File: src/rtl/cpu_alu.sv
// Single-cycle 19-bit unsigned ALU with registered result and 8-bit status flags.
// All operations, including the divider, are combinational; the outputs update only when aluen is set.
module cpu_alu (
  input  logic        clk,
  input  logic        reset,
  input  logic [5:0]  opcode,
  input  logic [18:0] r2,
  input  logic [18:0] r3,
  input  logic [2:0]  imm,
  input  logic        aluen,
  output logic [18:0] r1,
  output logic [7:0]  FLAG
);

  localparam logic [5:0] OP_ADD  = 6'b000001;
  localparam logic [5:0] OP_SUB  = 6'b000010;
  localparam logic [5:0] OP_MUL  = 6'b000011;
  localparam logic [5:0] OP_DIV  = 6'b000100;
  localparam logic [5:0] OP_SHL  = 6'b000101;
  localparam logic [5:0] OP_SHR  = 6'b000110;
  localparam logic [5:0] OP_AND  = 6'b000111;
  localparam logic [5:0] OP_OR   = 6'b001000;
  localparam logic [5:0] OP_XOR  = 6'b001001;
  localparam logic [5:0] OP_XNOR = 6'b001010;
  localparam logic [5:0] OP_NOT  = 6'b001011;

  logic [18:0] r1_q, r1_d;
  logic [7:0]  flag_q, flag_d;

  logic [19:0] sum_w;
  logic [19:0] diff_w;
  logic [37:0] prod_w;
  logic [18:0] quot_w;
  logic [19:0] shl_w;
  logic [19:0] shr_w;

  logic carry, ovf, dz, inv;

  assign sum_w  = {1'b0, r2} + {1'b0, r3};
  assign diff_w = {1'b0, r2} - {1'b0, r3};
  assign prod_w = {19'b0, r2} * {19'b0, r3};
  assign quot_w = (r3 == '0) ? 19'h7FFFF : r2 / r3;
  // Bit 19 of the left shift and bit 0 of the right shift hold the last bit shifted out (0 when imm=0).
  assign shl_w  = {1'b0, r2} << imm;
  assign shr_w  = {r2, 1'b0} >> imm;

  always_comb begin
    r1_d  = '0;
    carry = 1'b0;
    ovf   = 1'b0;
    dz    = 1'b0;
    inv   = 1'b0;
    unique case (opcode)
      OP_ADD: begin
        r1_d  = sum_w[18:0];
        carry = sum_w[19];
        ovf   = (r2[18] == r3[18]) && (sum_w[18] != r2[18]);
      end
      OP_SUB: begin
        r1_d  = diff_w[18:0];
        carry = diff_w[19];
        ovf   = (r2[18] != r3[18]) && (diff_w[18] != r2[18]);
      end
      OP_MUL: begin
        r1_d  = prod_w[18:0];
        carry = |prod_w[37:19];
      end
      OP_DIV: begin
        r1_d = quot_w;
        dz   = (r3 == '0);
      end
      OP_SHL: begin
        r1_d  = shl_w[18:0];
        carry = shl_w[19];
      end
      OP_SHR: begin
        r1_d  = shr_w[19:1];
        carry = shr_w[0];
      end
      OP_AND:  r1_d = r2 & r3;
      OP_OR:   r1_d = r2 | r3;
      OP_XOR:  r1_d = r2 ^ r3;
      OP_XNOR: r1_d = ~(r2 ^ r3);
      OP_NOT:  r1_d = ~r2;
      default: inv = 1'b1;
    endcase
    // Valid is set for an invalid opcode too: it still marks that an enabled operation happened.
    flag_d = {1'b1, inv, ^r1_d, dz, ovf, r1_d[18], carry, (r1_d == '0)};
  end

  always_ff @(posedge clk) begin
    if (reset) begin
      r1_q   <= '0;
      flag_q <= '0;
    end else if (aluen) begin
      r1_q   <= r1_d;
      flag_q <= flag_d;
    end
  end

  assign r1   = r1_q;
  assign FLAG = flag_q;

endmodule

File: config.mk
export PLATFORM = sky130hd
export DESIGN_NAME = cpu_alu
export DESIGN_NICKNAME = d
export VERILOG_FILES = /design/src/rtl/cpu_alu.sv
export SDC_FILE = /design/constraint.sdc
export NUM_CORES = 2
export LEC_CHECK = 0
export CORE_ASPECT_RATIO = 1.75
export CORE_UTILIZATION = 35
export CTS_BUF_LIST = sky130_fd_sc_hd__clkbuf_8 sky130_fd_sc_hd__clkbuf_16
export DETAILED_ROUTE_END_ITERATION = 6
export HOLD_SLACK_MARGIN = 0.05
export PLACE_DENSITY_LB_ADDON = 0.1
export SLEW_MARGIN = 20
export SYNTH_ARGS = -nofsm -noshare
export SYNTH_HDL_FRONTEND = slang
export SYNTH_SLANG_ARGS = --single-unit
File: constraint.sdc
create_clock -name clk -period 57.5 [get_ports clk]
set_clock_uncertainty 0.15 [all_clocks]
set_input_delay 8.625 -clock clk [delete_from_list [all_inputs] [get_ports clk]]
set_output_delay 8.625 -clock clk [all_outputs]
set_load 0.05 [all_outputs]
; ---- After elaboration in Yosys (flattened, before gate mapping)
; Cells that the tools add are included.
[word_totals]
elab_cells = 41
ff_bits = 27
output_inout_bits = 27
in_bits = 50
[op_classes]
n_reduce_logical = 7
muxes = 6
shifts = 2
div = 1
n_addsub = 2
multipliers = 1
eq_ne = 15
bitwise_logic = 5
[op_table]
columns = cell, n
row1 = $pmux 19 s11, 1
row2 = $logic_not 19->1, 2
row3 = $mul 19x19->38, 1
row4 = $not 19->19, 2
row5 = $eq 6x3->1 const B, 4
row6 = $eq 6x4->1 const B, 4
row7 = $add 19x19->20, 1
row8 = $shl 19x3->20, 1
row9 = $shr 20x3->20, 1
row10 = $sub 19x19->20, 1
row11 = $and 19x19->19, 1
row12 = $div 19x19->19, 1
row13 = $mux 19, 1
row14 = $or 19x19->19, 1
row15 = $reduce_or 19->1, 1
row16 = $reduce_xor 19->1, 1
row17 = $xor 19x19->19, 1
row18 = $eq 6x2->1 const B, 2
row19 = $reduce_or 11->1, 1
row20 = $eq 6x1->1 const B, 1
row21 = $pmux 1 s5, 1
row22 = $ne 1x1->1, 3
row23 = $logic_and 1x1->1, 2
row24 = $mux 1, 2
row25 = 2 further kinds, 2

; ---- Logic depth before layout (Yosys ltp)
[logic_depth]
depth_word = 4
mapped_depth = 176
mapped_depth_nobuf = 161

; ---- Worst setup path before layout
; Ideal clock, no wire load.
[synth_path]
path_type = input to register
from = in r3[11]
to = reg flag_q[5], in the netlist FLAG[5]
arrival_ns = 42.754
n_path_buf = 14
cell_stages = 161
required_ns = 57.235
path_slack_ns = 14.481
setup_time_ns = 0.115
path_cell_list = clkbuf_1 -> nor3_1 -> and4_1 -> buf_4 -> nand2_1 -> nor2_1 -> a21oi_1 -> a21oi_1 -> ha_1 -> o21ai_0 -> nor2b_1 -> nand3b_1 -> mux2i_1 -> ha_1 -> a21oi_1 -> a2111oi_0 -> o211ai_1 -> a21boi_0 -> (+125 left out) -> mux2_2 -> ha_1 -> o21a_1 -> o21a_1 -> o21a_1 -> o21a_1 -> o21ai_0 -> a21oi_1 -> o21bai_1 -> a21oi_1 -> a21oi_1 -> ha_1 -> xnor2_1 -> xnor2_1 -> xnor2_1 -> xnor2_1 -> nor2_1 -> a2111oi_0
[synth_between]
elab_chain_len = 4
word_cells_on_any_way = 12
cone_classes = add/sub (2) / mul (1) / div (1) / mux (2) / bitwise (4) / reduce/logical (2)
[synth_rtl]
columns = item, line_no
row1 = start: declaration, 8  ; input logic [18:0] r3,
row2 = "$div 19x19->19, or another cell as far along", 42  ; assign quot_w = (r3 == '0) ? 19'h7FFFF : r2 / r3;
row3 = $mux 19 or $not 19->19 (tied branches), "42, 83"
row4 = $pmux 19 s11 (*), 53  ; unique case (opcode)
row5 = $reduce_xor 19->1 (*), 88  ; flag_d = {1'b1, inv, ^r1_d, dz, ovf, r1_d[18], carry, (r1_d == '0)};
row6 = end signal: assignment, 97  ; flag_q <= flag_d;
row7 = end: declaration, 28  ; logic [7:0] flag_q, flag_d;
; Mark *: on every way between the ends. The rest lies on a longest branch, timed or not.
; A chain may end at the register's enable or synchronous reset.

; ---- Worst setup path after layout
[layout_path]
from = in r3[6]
to = reg flag_q[5], in the netlist FLAG[5]
; Same word-level chain as after synthesis.

==> qor.txt <==
Status: complete, no violations
R2r setup slk: 56.37 ns
Die area: 0.07801 mm^2
CP arrival: 51.64 ns
Initial Util: 35.34%
Peak supply drop: 0.08386 mV
Post-Route WL: 122400 um
Largest net degree at the start of global routing: 57
Hold Crit Class: register to register
Leakage power: 0.01341 uW
RSZ-0062 raised after global routing: no
CTS Sinks: 26
Total GRT Usage: 31.50%
Sequential share of power: 1.5%
FF/Latch Area: 520.5 um^2
Worst-path clk slew: 0.06 ns
Slew headroom: 19.09%
Clock share of power: 1.1%
Post-CTS Hold Buffers: 0
Min-Delay Endpoint: FLAG[0]$_SDFFE_PP0P_
RD Place Congestion: 1.014
Global-route wire length before repair: 181500 um
Complex-gate fraction of the synthesized area: 21.79%
CTS tree: built
CP max FO: 25
Xor/xnor cell area share of the yosys netlist: 3.940%
Seq/Total Area, Yosys: 1.935%
Final Hold Viols: 0
Wirelength per Cell: 26.32 um
Final setup fails: 0
Shortest period the worst path allows: 51.66 ns
H-tree depth: 1
Worst r2r src: FLAG[1]$_SDFFE_PP0P_
CTS Buf Count: 3
Crit path largest cell delay: 0.88 ns
Die Y: 368.7 um
Initial DRC Count: 1922
Fin. max-slew vios: 0
# resized after CTS: 0
Hold Path Stages: 2
Most used cell, CP: ha_1
IO Port Bufs: 76
Max Fclk: 0.01936 GHz
Hold Path Origin: FLAG[0]$_SDFFE_PP0P_
Startpoint Class: input port
Placed cell count: 4648
Combinational Power Share: 97.4%
Fill cell count: 8308
Multi-input gate area: 0.02402 mm^2
FP Rows: 134
Initial antenna violation count: 3
Via-per-instance ratio: 5.881
Gr ovfl total: 0
Clock buffer depth: 2
Ys Warns: 0
Area grow syn2layout: 7.647%
Capturing point of the worst reg2reg path: FLAG[1]$_SDFFE_PP0P_
Internal Power: 539.8 uW
PwrDens: 47.62 mW/mm^2
R2R depth: 3
Psw: 839.0 uW
CP Capture Type: register
WP data required: 57.48 ns
Setup Fix Bufs, Post-CTS: 0
Clock latency on the worst-skew pair: 0.25 ns
Critical-path top delay cell: and2_0
Sw Ratio: 60.85%
DP HPWL: 96560 um
Post-Syn Instances: 3649
Share of layout cells above drive strength 1: 5.453%
MaxCap Viol Count: 0
Post-Syn Area per Cell: 7.372 um^2
Main combinational cell family by area after synthesis: adder cells
Number of global-route vias before repair: 28400
DIE WIDTH: 211.6 um
1st-pass router iterations: 6
Multiplexer share of the synthesized area: 2.786%
Core box area: 0.07612 mm^2
Yosys reg bits: 26
Ys async rst share: 0%
NumNets Final: 4355
Adder-Cell Fraction of Synth Area: 39.35%
Simple-gate area share of the yosys netlist: 21.31%
Via count: 27350
# IOs: 77
Yosys cell types: 99
Non-Filler Instances: 4651
N_diodes: 0
Main synth FF type: dfxtp_1
Setup TNS: 0 ns
Residual DRC: 0
Root Driver: clkbuf_16
Cell Area, Synth: 0.02690 mm^2
Tcrit/Tclk final: 89.84%
Slew @ Worst Pin: 1.201 ns
Syn_nets: 4371
WS Path Type: input port to register
Antenna-violating nets left: 0
CP startpoint: r3[6]
Number of synthesized flops with an enable pin: 0
## state kept, by name, summed over array words and instances (netlist names)
name  count
FLAG      8
r1       18
## cell usage in the layout, fill, tap and decap left out, types with 72 or more instances in the layout
| master | instances |
|---|---|
| a21oi_1 | 223 |
| buf_4 | 82 |
| clkdlybuf4s50_1 | 72 |
| fa_1 | 290 |
| ha_1 | 382 |
| inv_1 | 436 |
| nand2_1 | 307 |
| nor2_1 | 508 |
| nor3_1 | 91 |
| o21ai_0 | 152 |
## metrics by stage
stage	hold WS [ns]	setup WS (ns)	area [um^2]	power (uW)	util, %
2_1_floorplan	0.5338	14.48	26900	958.3	-
3_3_place_gp	0.2982	6.755	28880	1351	37.94
3_5_place_dp	0.3096	6.211	28880	1342	37.94
4_1_cts	0.3202	6.345	28960	1369	38.04
5_1_grt	0.3362	3.032	28960	1515	38.04
6_report	0.3239	5.840	28960	1379	38.04
## worst max path at each step
| stage | end | cells past startpoint |
|---|---|---|
| floorplan | FLAG[5]$_SDFFE_PP0P_ | 161 |
| global placement | FLAG[5]$_SDFFE_PP0P_ | 147 |
| detailed placement | FLAG[5]$_SDFFE_PP0P_ | 146 |
| CTS | FLAG[5]$_SDFFE_PP0P_ | 146 |
| global route | FLAG[5]$_SDFFE_PP0P_ | 147 |
| finish | FLAG[5]$_SDFFE_PP0P_ | 147 |
## cell families (layout without fill, tap and decap cells)
logic type | after synthesis | in the layout
compound gates | 880 | 880
buf+inv | 633 | 615
fa+ha+maj | 672 | 672
xor+xnor | 121 | 121
simple gates | 1250 | 1250
mux | 67 | 67
flops | 26 | 26
## metal layers
layer	global-route usage [%]	vias up	part of all wire (%)
met1	32.82	13390	35
met4	24.75	0	9.9
met3	2.825	426	4.4
li1	-	12560	-
met5	0	-	0
met2	57.41	973	51
## cells in the mapped netlist, types with 16 or more instances
master / instances / area share [%]
o21a_1: 51 / 1.4
nand2b_1: 30 / 0.70
or2_2: 30 / 0.70
a21oi_1: 224 / 4.2
o31ai_1: 18 / 0.50
nor3_1: 95 / 1.8
nor4_1: 26 / 0.60
nor2b_1: 32 / 0.74
nand3_1: 56 / 1.0
mux2_2: 33 / 1.4
xor2_1: 54 / 1.8
buf_1: 21 / 0.29
mux2i_1: 31 / 1.2
or3_1: 45 / 1.0
nor2_1: 509 / 7.1
and3_1: 18 / 0.42
a21o_1: 71 / 2.0
o21ai_0: 152 / 2.8
dfxtp_1: 26 / 1.9
nand4_1: 26 / 0.60
ha_1: 382 / 18
o22ai_1: 25 / 0.58
a211oi_1: 52 / 1.5
a31oi_1: 25 / 0.58
inv_1: 437 / 6.1
clkinv_1: 16 / 0.22
o21bai_1: 16 / 0.45
clkbuf_1: 152 / 2.1
xnor2_1: 67 / 2.2
o211ai_1: 40 / 1.1
fa_1: 290 / 22
nand2_1: 307 / 4.3
## cell type report
cell class / instances / area share, %
clock buffers: 3 / 0.2593
inverters: 454 / 5.885
multi-input cells: 2990 / 82.97
flip-flops and latches: 26 / 1.798
well taps: 1020 / 4.407
repair buffers: 158 / 4.684
## power groups by stage
stage	logic, uW	registers [uW]	clock network [uW]
after floorplan	932	26.4	0
after global placement	1330	21.0	0
after detailed placement	1320	21.0	0
after CTS	1330	20.6	15.6
after global routing	1480	20.8	16.4
final	1340	20.6	15.0
## worst max-delay path: cells and delay by family
| family | cells | cell delay (ns) |
|---|---|---|
| adder cells (fa/ha/maj) | 19 | 5.77 |
| buffers and inverters | 5 | 1.49 |
| multiplexers | 4 | 1.53 |
| XOR/XNOR | 5 | 0.70 |
| AND/OR/NAND/NOR | 38 | 11.33 |
| AO/OA/AOI/OAI | 76 | 22.10 |
No activity file was read; power rests on OpenSTA's default activity.
